File: src/rtl/ex_mem_pipe_pkg.sv
// Shared EX/MEM definitions: ALU opcode bus, NOP payload constants, memory-op and size codes.
// Used by the ex_mem_pipe slice (EX_MEM_SKID_EN selects the skid-buffered build of the top).
package ex_mem_pipe_pkg;

    localparam int unsigned XLEN_DEF    = 32;
    localparam int unsigned RADDR_W_DEF = 5;
    localparam int unsigned ALUOP_W_DEF = 8;

    typedef logic [ALUOP_W_DEF-1:0] AluOpBus;

    localparam AluOpBus                 ALU_NOP_OP = 8'h00;
    localparam logic [RADDR_W_DEF-1:0]  NopRegAddr = '0;
    localparam logic [XLEN_DEF-1:0]     ZeroWord   = '0;
    localparam logic                    Enable     = 1'b1;
    localparam logic                    Disable    = 1'b0;

    typedef enum logic [1:0] {
        MEM_NONE  = 2'd0,
        MEM_LOAD  = 2'd1,
        MEM_STORE = 2'd2
    } mem_op_e;

    typedef enum logic [1:0] {
        MEM_SIZE_B = 2'd0,
        MEM_SIZE_H = 2'd1,
        MEM_SIZE_W = 2'd2
    } mem_size_e;

    // A pending load cannot be forwarded; its data only exists after MEM.
    function automatic logic is_load(input logic [1:0] memop);
        return memop == 2'(MEM_LOAD);
    endfunction

endpackage

File: src/rtl/ex_mem_pipe_if.sv
// EX->MEM handshake and payload bundle; the pipe register takes the slave view.
// Signal names keep the _i/_o direction as seen from the pipe register.
interface ex_mem_pipe_if
    import ex_mem_pipe_pkg::*;
#(
    parameter int unsigned XLEN    = XLEN_DEF,
    parameter int unsigned RADDR_W = RADDR_W_DEF,
    parameter int unsigned ALUOP_W = ALUOP_W_DEF
);
    logic               ex_valid_i;
    logic               ex_ready_o;
    logic [ALUOP_W-1:0] aluop_i;
    logic               wreg_i;
    logic [RADDR_W-1:0] waddr_i;
    logic [XLEN-1:0]    alurslt_i;
    logic [1:0]         memop_i;
    logic [1:0]         memsize_i;
    logic [XLEN-1:0]    sdata_i;
    logic               flush_i;

    logic               mem_valid_o;
    logic               mem_ready_i;
    logic [ALUOP_W-1:0] aluop_o;
    logic               wreg_o;
    logic [RADDR_W-1:0] waddr_o;
    logic [XLEN-1:0]    alurslt_o;
    logic [1:0]         memop_o;
    logic [1:0]         memsize_o;
    logic [XLEN-1:0]    sdata_o;
    logic               misalign_o;
    logic               fwd_en_o;
    logic               load_hazard_o;

    modport master (
        output ex_valid_i, aluop_i, wreg_i, waddr_i, alurslt_i, memop_i, memsize_i,
               sdata_i, flush_i, mem_ready_i,
        input  ex_ready_o, mem_valid_o, aluop_o, wreg_o, waddr_o, alurslt_o, memop_o,
               memsize_o, sdata_o, misalign_o, fwd_en_o, load_hazard_o
    );

    modport slave (
        input  ex_valid_i, aluop_i, wreg_i, waddr_i, alurslt_i, memop_i, memsize_i,
               sdata_i, flush_i, mem_ready_i,
        output ex_ready_o, mem_valid_o, aluop_o, wreg_o, waddr_o, alurslt_o, memop_o,
               memsize_o, sdata_o, misalign_o, fwd_en_o, load_hazard_o
    );
endinterface

File: src/rtl/ex_mem_pipe_slot.sv
// pipe_slot: one EX/MEM payload entry with load/clear controls, x0 write suppression
// and misaligned-access detection at load time. clear wins over load.
module pipe_slot
    import ex_mem_pipe_pkg::*;
#(
    parameter int unsigned XLEN    = XLEN_DEF,
    parameter int unsigned RADDR_W = RADDR_W_DEF,
    parameter int unsigned ALUOP_W = ALUOP_W_DEF
) (
    input  logic               dclk,
    input  logic               rst,
    input  logic               load,
    input  logic               clear,
    input  logic [ALUOP_W-1:0] d_aluop,
    input  logic               d_wreg,
    input  logic [RADDR_W-1:0] d_waddr,
    input  logic [XLEN-1:0]    d_alurslt,
    input  logic [1:0]         d_memop,
    input  logic [1:0]         d_memsize,
    input  logic [XLEN-1:0]    d_sdata,
    input  logic               d_misalign,
    output logic               q_valid,
    output logic [ALUOP_W-1:0] q_aluop,
    output logic               q_wreg,
    output logic [RADDR_W-1:0] q_waddr,
    output logic [XLEN-1:0]    q_alurslt,
    output logic [1:0]         q_memop,
    output logic [1:0]         q_memsize,
    output logic [XLEN-1:0]    q_sdata,
    output logic               q_misalign
);

    logic               misalign_hit;
    logic               n_valid;
    logic [ALUOP_W-1:0] n_aluop;
    logic               n_wreg;
    logic [RADDR_W-1:0] n_waddr;
    logic [XLEN-1:0]    n_alurslt;
    logic [1:0]         n_memop;
    logic [1:0]         n_memsize;
    logic [XLEN-1:0]    n_sdata;
    logic               n_misalign;

    // Alignment only matters for real memory accesses; byte accesses never fault.
    always_comb begin
        misalign_hit = Disable;
        if (d_memop != 2'(MEM_NONE)) begin
            case (d_memsize)
                2'(MEM_SIZE_H): misalign_hit = d_alurslt[0];
                2'(MEM_SIZE_W): misalign_hit = |d_alurslt[1:0];
                default:        misalign_hit = Disable;
            endcase
        end
    end

    // Next entry: hold, bubble on clear, or capture (d_misalign carries a flag from an upstream slot).
    always_comb begin
        n_valid    = q_valid;
        n_aluop    = q_aluop;
        n_wreg     = q_wreg;
        n_waddr    = q_waddr;
        n_alurslt  = q_alurslt;
        n_memop    = q_memop;
        n_memsize  = q_memsize;
        n_sdata    = q_sdata;
        n_misalign = q_misalign;
        if (clear) begin
            n_valid    = Disable;
            n_aluop    = ALUOP_W'(ALU_NOP_OP);
            n_wreg     = Disable;
            n_waddr    = RADDR_W'(NopRegAddr);
            n_alurslt  = XLEN'(ZeroWord);
            n_memop    = 2'(MEM_NONE);
            n_memsize  = 2'(MEM_SIZE_B);
            n_sdata    = XLEN'(ZeroWord);
            n_misalign = Disable;
        end else if (load) begin
            n_valid    = Enable;
            n_aluop    = d_aluop;
            n_wreg     = d_wreg & (d_waddr != RADDR_W'(NopRegAddr));
            n_waddr    = d_waddr;
            n_alurslt  = d_alurslt;
            n_memop    = d_memop;
            n_memsize  = d_memsize;
            n_sdata    = d_sdata;
            n_misalign = d_misalign | misalign_hit;
        end
    end

    always_ff @(posedge dclk or posedge rst) begin
        if (rst) begin
            q_valid    <= Disable;
            q_aluop    <= ALUOP_W'(ALU_NOP_OP);
            q_wreg     <= Disable;
            q_waddr    <= RADDR_W'(NopRegAddr);
            q_alurslt  <= XLEN'(ZeroWord);
            q_memop    <= 2'(MEM_NONE);
            q_memsize  <= 2'(MEM_SIZE_B);
            q_sdata    <= XLEN'(ZeroWord);
            q_misalign <= Disable;
        end else begin
            q_valid    <= n_valid;
            q_aluop    <= n_aluop;
            q_wreg     <= n_wreg;
            q_waddr    <= n_waddr;
            q_alurslt  <= n_alurslt;
            q_memop    <= n_memop;
            q_memsize  <= n_memsize;
            q_sdata    <= n_sdata;
            q_misalign <= n_misalign;
        end
    end

endmodule

File: src/rtl/ex_mem_pipe.sv
// EX->MEM pipeline register with valid/ready, stall hold, flush-to-bubble and bypass/hazard tap.
// Define EX_MEM_SKID_EN for a one-entry skid buffer with registered ex_ready_o.
module ex_mem_pipe
    import ex_mem_pipe_pkg::*;
#(
    parameter int unsigned XLEN    = XLEN_DEF,
    parameter int unsigned RADDR_W = RADDR_W_DEF,
    parameter int unsigned ALUOP_W = ALUOP_W_DEF
) (
    input  logic            dclk,
    input  logic            rst,
    ex_mem_pipe_if.slave    bus
);

    logic               consume;
    logic               main_free;
    logic               accept;
    logic               main_load;
    logic               main_clear;

    logic [ALUOP_W-1:0] d_aluop;
    logic               d_wreg;
    logic [RADDR_W-1:0] d_waddr;
    logic [XLEN-1:0]    d_alurslt;
    logic [1:0]         d_memop;
    logic [1:0]         d_memsize;
    logic [XLEN-1:0]    d_sdata;
    logic               d_misalign;

    assign consume   = bus.mem_valid_o & bus.mem_ready_i;
    assign main_free = ~bus.mem_valid_o | bus.mem_ready_i;

`ifdef EX_MEM_SKID_EN
    logic               s_valid;
    logic [ALUOP_W-1:0] s_aluop;
    logic               s_wreg;
    logic [RADDR_W-1:0] s_waddr;
    logic [XLEN-1:0]    s_alurslt;
    logic [1:0]         s_memop;
    logic [1:0]         s_memsize;
    logic [XLEN-1:0]    s_sdata;
    logic               s_misalign;
    logic               skid_load;
    logic               skid_clear;

    // Ready depends only on skid occupancy, so it is a flop output with no path from mem_ready_i.
    assign bus.ex_ready_o = ~s_valid;
    assign accept         = bus.ex_valid_i & ~s_valid;
    assign main_load      = ~bus.flush_i & main_free & (s_valid | accept);
    assign main_clear     = bus.flush_i | (consume & ~s_valid & ~accept);
    assign skid_load      = ~bus.flush_i & accept & ~main_free;
    assign skid_clear     = bus.flush_i | (s_valid & main_free);

    // A parked skid entry is older than anything on the input, so it drains first.
    assign d_aluop    = s_valid ? s_aluop    : bus.aluop_i;
    assign d_wreg     = s_valid ? s_wreg     : bus.wreg_i;
    assign d_waddr    = s_valid ? s_waddr    : bus.waddr_i;
    assign d_alurslt  = s_valid ? s_alurslt  : bus.alurslt_i;
    assign d_memop    = s_valid ? s_memop    : bus.memop_i;
    assign d_memsize  = s_valid ? s_memsize  : bus.memsize_i;
    assign d_sdata    = s_valid ? s_sdata    : bus.sdata_i;
    assign d_misalign = s_valid ? s_misalign : Disable;

    pipe_slot #(
        .XLEN    (XLEN),
        .RADDR_W (RADDR_W),
        .ALUOP_W (ALUOP_W)
    ) u_skid (
        .dclk       (dclk),
        .rst        (rst),
        .load       (skid_load),
        .clear      (skid_clear),
        .d_aluop    (bus.aluop_i),
        .d_wreg     (bus.wreg_i),
        .d_waddr    (bus.waddr_i),
        .d_alurslt  (bus.alurslt_i),
        .d_memop    (bus.memop_i),
        .d_memsize  (bus.memsize_i),
        .d_sdata    (bus.sdata_i),
        .d_misalign (Disable),
        .q_valid    (s_valid),
        .q_aluop    (s_aluop),
        .q_wreg     (s_wreg),
        .q_waddr    (s_waddr),
        .q_alurslt  (s_alurslt),
        .q_memop    (s_memop),
        .q_memsize  (s_memsize),
        .q_sdata    (s_sdata),
        .q_misalign (s_misalign)
    );
`else
    // Without a skid, ready passes straight through from the MEM side.
    assign bus.ex_ready_o = main_free;
    assign accept         = bus.ex_valid_i & main_free;
    assign main_load      = ~bus.flush_i & accept;
    assign main_clear     = bus.flush_i | (consume & ~accept);

    assign d_aluop    = bus.aluop_i;
    assign d_wreg     = bus.wreg_i;
    assign d_waddr    = bus.waddr_i;
    assign d_alurslt  = bus.alurslt_i;
    assign d_memop    = bus.memop_i;
    assign d_memsize  = bus.memsize_i;
    assign d_sdata    = bus.sdata_i;
    assign d_misalign = Disable;
`endif

    pipe_slot #(
        .XLEN    (XLEN),
        .RADDR_W (RADDR_W),
        .ALUOP_W (ALUOP_W)
    ) u_main (
        .dclk       (dclk),
        .rst        (rst),
        .load       (main_load),
        .clear      (main_clear),
        .d_aluop    (d_aluop),
        .d_wreg     (d_wreg),
        .d_waddr    (d_waddr),
        .d_alurslt  (d_alurslt),
        .d_memop    (d_memop),
        .d_memsize  (d_memsize),
        .d_sdata    (d_sdata),
        .d_misalign (d_misalign),
        .q_valid    (bus.mem_valid_o),
        .q_aluop    (bus.aluop_o),
        .q_wreg     (bus.wreg_o),
        .q_waddr    (bus.waddr_o),
        .q_alurslt  (bus.alurslt_o),
        .q_memop    (bus.memop_o),
        .q_memsize  (bus.memsize_o),
        .q_sdata    (bus.sdata_o),
        .q_misalign (bus.misalign_o)
    );

    // Bypass tap: ALU results can be forwarded, loads must stall the consumer instead.
    assign bus.fwd_en_o      = bus.mem_valid_o & bus.wreg_o & ~is_load(bus.memop_o);
    assign bus.load_hazard_o = bus.mem_valid_o & bus.wreg_o & is_load(bus.memop_o);

endmodule

File: src/flat_wrapper.sv
// flat-port wrapper written by rule: the top's interface ports become plain ports
module ex_mem_pipe_flat import ex_mem_pipe_pkg::*;
#(
    parameter int unsigned XLEN    = XLEN_DEF,
    parameter int unsigned RADDR_W = RADDR_W_DEF,
    parameter int unsigned ALUOP_W = ALUOP_W_DEF
)
  (dclk, rst, bus_ex_valid_i, bus_aluop_i, bus_wreg_i, bus_waddr_i, bus_alurslt_i, bus_memop_i, bus_memsize_i, bus_sdata_i, bus_flush_i, bus_mem_ready_i, bus_ex_ready_o, bus_mem_valid_o, bus_aluop_o, bus_wreg_o, bus_waddr_o, bus_alurslt_o, bus_memop_o, bus_memsize_o, bus_sdata_o, bus_misalign_o, bus_fwd_en_o, bus_load_hazard_o);
  ex_mem_pipe_if #(.XLEN(XLEN), .RADDR_W(RADDR_W), .ALUOP_W(ALUOP_W)) bus_i ();
  input  logic dclk;
  input  logic rst;
  input wire logic [$bits(bus_i.ex_valid_i)-1:0] bus_ex_valid_i;
  input wire logic [$bits(bus_i.aluop_i)-1:0] bus_aluop_i;
  input wire logic [$bits(bus_i.wreg_i)-1:0] bus_wreg_i;
  input wire logic [$bits(bus_i.waddr_i)-1:0] bus_waddr_i;
  input wire logic [$bits(bus_i.alurslt_i)-1:0] bus_alurslt_i;
  input wire logic [$bits(bus_i.memop_i)-1:0] bus_memop_i;
  input wire logic [$bits(bus_i.memsize_i)-1:0] bus_memsize_i;
  input wire logic [$bits(bus_i.sdata_i)-1:0] bus_sdata_i;
  input wire logic [$bits(bus_i.flush_i)-1:0] bus_flush_i;
  input wire logic [$bits(bus_i.mem_ready_i)-1:0] bus_mem_ready_i;
  output wire logic [$bits(bus_i.ex_ready_o)-1:0] bus_ex_ready_o;
  output wire logic [$bits(bus_i.mem_valid_o)-1:0] bus_mem_valid_o;
  output wire logic [$bits(bus_i.aluop_o)-1:0] bus_aluop_o;
  output wire logic [$bits(bus_i.wreg_o)-1:0] bus_wreg_o;
  output wire logic [$bits(bus_i.waddr_o)-1:0] bus_waddr_o;
  output wire logic [$bits(bus_i.alurslt_o)-1:0] bus_alurslt_o;
  output wire logic [$bits(bus_i.memop_o)-1:0] bus_memop_o;
  output wire logic [$bits(bus_i.memsize_o)-1:0] bus_memsize_o;
  output wire logic [$bits(bus_i.sdata_o)-1:0] bus_sdata_o;
  output wire logic [$bits(bus_i.misalign_o)-1:0] bus_misalign_o;
  output wire logic [$bits(bus_i.fwd_en_o)-1:0] bus_fwd_en_o;
  output wire logic [$bits(bus_i.load_hazard_o)-1:0] bus_load_hazard_o;
  assign bus_i.ex_valid_i = bus_ex_valid_i;
  assign bus_i.aluop_i = bus_aluop_i;
  assign bus_i.wreg_i = bus_wreg_i;
  assign bus_i.waddr_i = bus_waddr_i;
  assign bus_i.alurslt_i = bus_alurslt_i;
  assign bus_i.memop_i = bus_memop_i;
  assign bus_i.memsize_i = bus_memsize_i;
  assign bus_i.sdata_i = bus_sdata_i;
  assign bus_i.flush_i = bus_flush_i;
  assign bus_i.mem_ready_i = bus_mem_ready_i;
  assign bus_ex_ready_o = bus_i.ex_ready_o;
  assign bus_mem_valid_o = bus_i.mem_valid_o;
  assign bus_aluop_o = bus_i.aluop_o;
  assign bus_wreg_o = bus_i.wreg_o;
  assign bus_waddr_o = bus_i.waddr_o;
  assign bus_alurslt_o = bus_i.alurslt_o;
  assign bus_memop_o = bus_i.memop_o;
  assign bus_memsize_o = bus_i.memsize_o;
  assign bus_sdata_o = bus_i.sdata_o;
  assign bus_misalign_o = bus_i.misalign_o;
  assign bus_fwd_en_o = bus_i.fwd_en_o;
  assign bus_load_hazard_o = bus_i.load_hazard_o;
  ex_mem_pipe #(.XLEN(XLEN), .RADDR_W(RADDR_W), .ALUOP_W(ALUOP_W)) u_core (.dclk(dclk), .rst(rst), .bus(bus_i));
endmodule
File: config.mk
export PLATFORM = sky130hd
export DESIGN_NAME = ex_mem_pipe_flat
export DESIGN_NICKNAME = d
export VERILOG_FILES = /design/src/rtl/ex_mem_pipe_pkg.sv /design/src/rtl/ex_mem_pipe_if.sv /design/src/rtl/ex_mem_pipe_slot.sv /design/src/rtl/ex_mem_pipe.sv /design/src/flat_wrapper.sv
export SDC_FILE = /design/constraint.sdc
export NUM_CORES = 1
export LEC_CHECK = 0
export ABC_CLOCK_PERIOD_IN_PS = 5700
export CORE_MARGIN = 3
export CORE_UTILIZATION = 35
export DETAILED_ROUTE_END_ITERATION = 6
export MAX_ROUTING_LAYER = met4
export PLACE_DENSITY = 0.79
export REMOVE_ABC_BUFFERS = 1
export SYNTH_ARGS = -nofsm -noshare
export SYNTH_HDL_FRONTEND = slang
export SYNTH_SLANG_ARGS = --single-unit
File: constraint.sdc
create_clock -name dclk -period 5.7 [get_ports dclk]
set_input_delay 1.71 -clock dclk [delete_from_list [all_inputs] [get_ports dclk]]
set_output_delay 1.71 -clock dclk [all_outputs]
set_load 0.02 [all_outputs]
# Yosys cells after proc, flatten, opt, wreduce, memory -nomap -nowiden
# Index checks and enable logic that the tools add are counted.
# totals
reg_bits	84
latch_bits	0
ramBits	0
mem_bits_ro	0
wordCells	50
memories	0
# op_classes
add_sub_neg	0
multipliers	0
div_mod_pow	0
magnitude_cmp	0
n_eq_ne	3
n_shift	0
n_mux	20
n_bitwise	14
n_reduce_logical	4
# op_table
op	count
two-way mux 32 bit	4
two-way mux 8 bit	2
two-way mux 5 bit	2
bitwise AND 1 bit	8
two-way mux 2 bit	4
two-way mux 1 bit	7
nonzero test 5 bit	1
== test 2 x 1 -> 1 bit, second input constant	2
NOT 1 bit	4
nonzero test 2 bit	2
== test 2 bit, second input constant	1
bitwise OR 1 bit	2
one-hot mux 1 bit (2 select lines)	1
OR reduction 2 bit	1

# Depth between registers and ports, before layout
# depth
depth_word	7
mapped_depth	6
mapped_depth_nobuf	5

# Cells and area by module
# Synthesis repeated with hierarchy kept, for this count alone.
# unflattened
hier_cells	290
area_unflattened_um2	3503.4
# by_module_without_submodules
module	n_inst	cells_each	area_each_um2	seq_area_each_um2
pipe_slot	1	281	3453.3	2102.0
ex_mem_pipe	1	9	50.0	0.0

# Worst setup path before layout
# OpenSTA, ideal clock, no wires.
# synth_path
path_kind	input to output
start	input port bus_mem_ready_i
end	output port bus_ex_ready_o
t_arrival_ns	1.908
required_time_ns	3.990
slack_ns	2.082
cell_stages	2
cell_sequence	nor2b_4 inv_2
# synth_via
elab_chain_cells	1
# synth_rtl
item	line_no	rtl
start: declaration	flat_wrapper.sv:21	input wire logic [$bits(bus_i.mem_ready_i)-1:0] bus_mem_ready_i;
bitwise OR 1 bit	ex_mem_pipe.sv:31	assign main_free = ~bus.mem_valid_o | bus.mem_ready_i;
end: declaration	flat_wrapper.sv:22	output wire logic [$bits(bus_i.ex_ready_o)-1:0] bus_ex_ready_o;
# Every way passes these cells.

# Worst setup path in the final report
# Same ends and word-level chain as after synthesis.

==> qor.yml <==
max-cap-violations: 0
dp_hpwl_um: 5810
start_util_pct: 37.1
grt_first_pass_wirelength_um: 13300
end_kind: "output pin"
crit_fanout: 3
root_buffer: "clkbuf_8"
post_cts_buffers: 0
worstSetupPathType: "input pin to output pin"
reg2reg_to: "u_core.u_main.q_sdata[18]"
clk_path_buf_depth: 2
fin_crit_sh_pct: 81.9
netlist_area_um2: 3140
slew_headroom_pct: 41.7
grt-ovfl-total: 0
fin_tns_setup_ns: 0
ir_drop_mv: 0.129
via_per_inst: 5.08
synth.avg_cell_area_um2: 15.2
cts-resized-gates: 0
yosys_warnings: 0
placed_cells: 470
critPathRequiredTime_ns: 3.99
holdCritStartpoint: "u_core.u_main.q_alurslt[15]"
max_freq_mhz: 214
gp_congestion: 0.803
route.detailed.drc: 0
fin_nets: 465
hold_violations: 0
cts_tree: "built"
core_area_um2: 8460
dr.pass1.iters: 4
slew_violations: 0
layout_commonest_cell: "clkdlybuf4s50_1"
wl_per_cell_um: 17.5
cellPowerDensity_nw_per_um2: 265
die-width_um: 101
worstMarginPinSlew_ns: 0.875
port_buffers: 173
r2r_slack_ns: 3.77
first_iter_violations: 99
die_y_um: 101
reg2regPathDepth: 4
fillCellCount: 682
dieArea_um2: 10100
grt_pass1_vias: 2549
antenna_found_initial: 0
grt_use_total_pct: 17.3
insertedDiodeCount: 0
instances_no_fill: 485
cts_made_buffers: 9
cts_hold_buf: 0
h-tree-depth: 3
vias: 2462
rows: 33
synthCells: 207
grt_max_degree: 84
drive_gt1_share_pct: 5.79
start_kind: "input pin"
startpoint: "bus_mem_ready_i"
fin_area_um2: 5080
place_area_um2: 4870
skew_ns: 0.0136
total_power_w: 0.00134
final_cell_mix: "173 x clkdlybuf4s50_1, 84 x dfrtp_1, 81 x a22o_1"
ant_nets: 0
synth_cell_types: 22
ys_ff_latch: 84
area_growth_pct: 61.8
cts.clk_slew.worst_paths_ns: 0.07
period_minus_slack_ns: 4.67
wl_um: 8470
hold_class: "flop to flop"
status: "finished, final reports clean"
clk_latency_ns: 0.34
ios: 174
cts_sinks: 84
r2r-start: "u_core.u_main.q_valid"
setup_violations: 0
crit_end: "bus_ex_ready_o"
synth-seq-area-share_pct: 67.0
grt_setup_unrepaired: "no"
arrival_ns: 2.96
p_leak_nw: 2.26
## worst max-delay path, cell delays in order
cell and delay [ns]:
clkdlybuf4s50_1 0.51, nor2b_4 0.06, inv_2 0.07, clkdlybuf4s50_1 0.60
## metal layers
metal  routed length (um)  global-route usage (%)
met1                 3680                    23.3
met3                  735                    5.47
met2                 3970                    25.7
met5                    0                       -
met4                   80                    4.04
## where the power goes
part	switching, W	internal (W)
logic	0.000114	0.000137
registers	0.0000197	0.000629
clock network	0.000200	0.000243
total	0.000334	0.00101
## worst min-delay path by stage
| stage | end | slack (ns) | cells after the start |
|---|---|---|---|
| floorplan | u_core.u_main.q_misalign | 0.61 | 1 |
| global placement | u_core.u_main.q_misalign | 0.47 | 1 |
| detailed placement | u_core.u_main.q_aluop[1] | 0.49 | 1 |
| CTS | u_core.u_main.q_misalign | 0.51 | 1 |
| global route | u_core.u_main.q_sdata[10] | 0.52 | 1 |
| finish | u_core.u_main.q_alurslt[15] | 0.51 | 1 |
## Yosys cell counts (all sizes together)
cell,count,area share (%)
buf,17,5.2
ha,2,0.80
a32o,2,0.64
clkbuf,1,0.12
nand2,2,0.24
nor3b,2,0.64
a21o,1,0.24
dfrtp,84,67
nor3,1,0.16
a22o,81,23
nor2,4,0.48
inv,5,0.60
a21oi,2,0.44
o22ai,1,0.20
nor2b,1,0.44
or2,1,0.20
## layout make-up
cell class	count	area [um2]	area share, %
clock buffer	10	128	2.51
clock inverter	5	77.6	1.53
inverter	5	20.0	0.394
multi-input combinational	100	863	17.0
sequential	84	2100	41.4
tap	105	131	2.59
timing repair buffer	176	1750	34.6
## registers in the layout (all words and copies together), names as in the netlist
name,count
u_core.u_main.q_wreg,1
u_core.u_main.q_misalign,1
u_core.u_main.q_alurslt,32
u_core.u_main.q_sdata,32
u_core.u_main.q_waddr,5
u_core.u_main.q_memop,2
u_core.u_main.q_aluop,8
u_core.u_main.q_memsize,2
u_core.u_main.q_valid,1
## cell families after synthesis
kind of cell | Yosys count | share of synthesized area, %
AND/OR/NAND/NOR | 11 | 2.15
buffers and inverters | 23 | 5.94
adder cells (fa/ha/maj) | 2 | 0.797
AO/OA/AOI/OAI | 87 | 24.1
flip-flops | 84 | 67.0
## metrics by stage
stage	worst slack [ns]	util, %	hold slack [ns]
finish	1.03	60.0	0.506
global route	0.971	60.0	0.520
CTS	1.03	60.0	0.510
detailed placement	1.03	57.5	0.490
global placement	1.04	57.5	0.475
floorplan	1.09	-	0.610
Note: power is estimated with default switching activity, not from simulation.
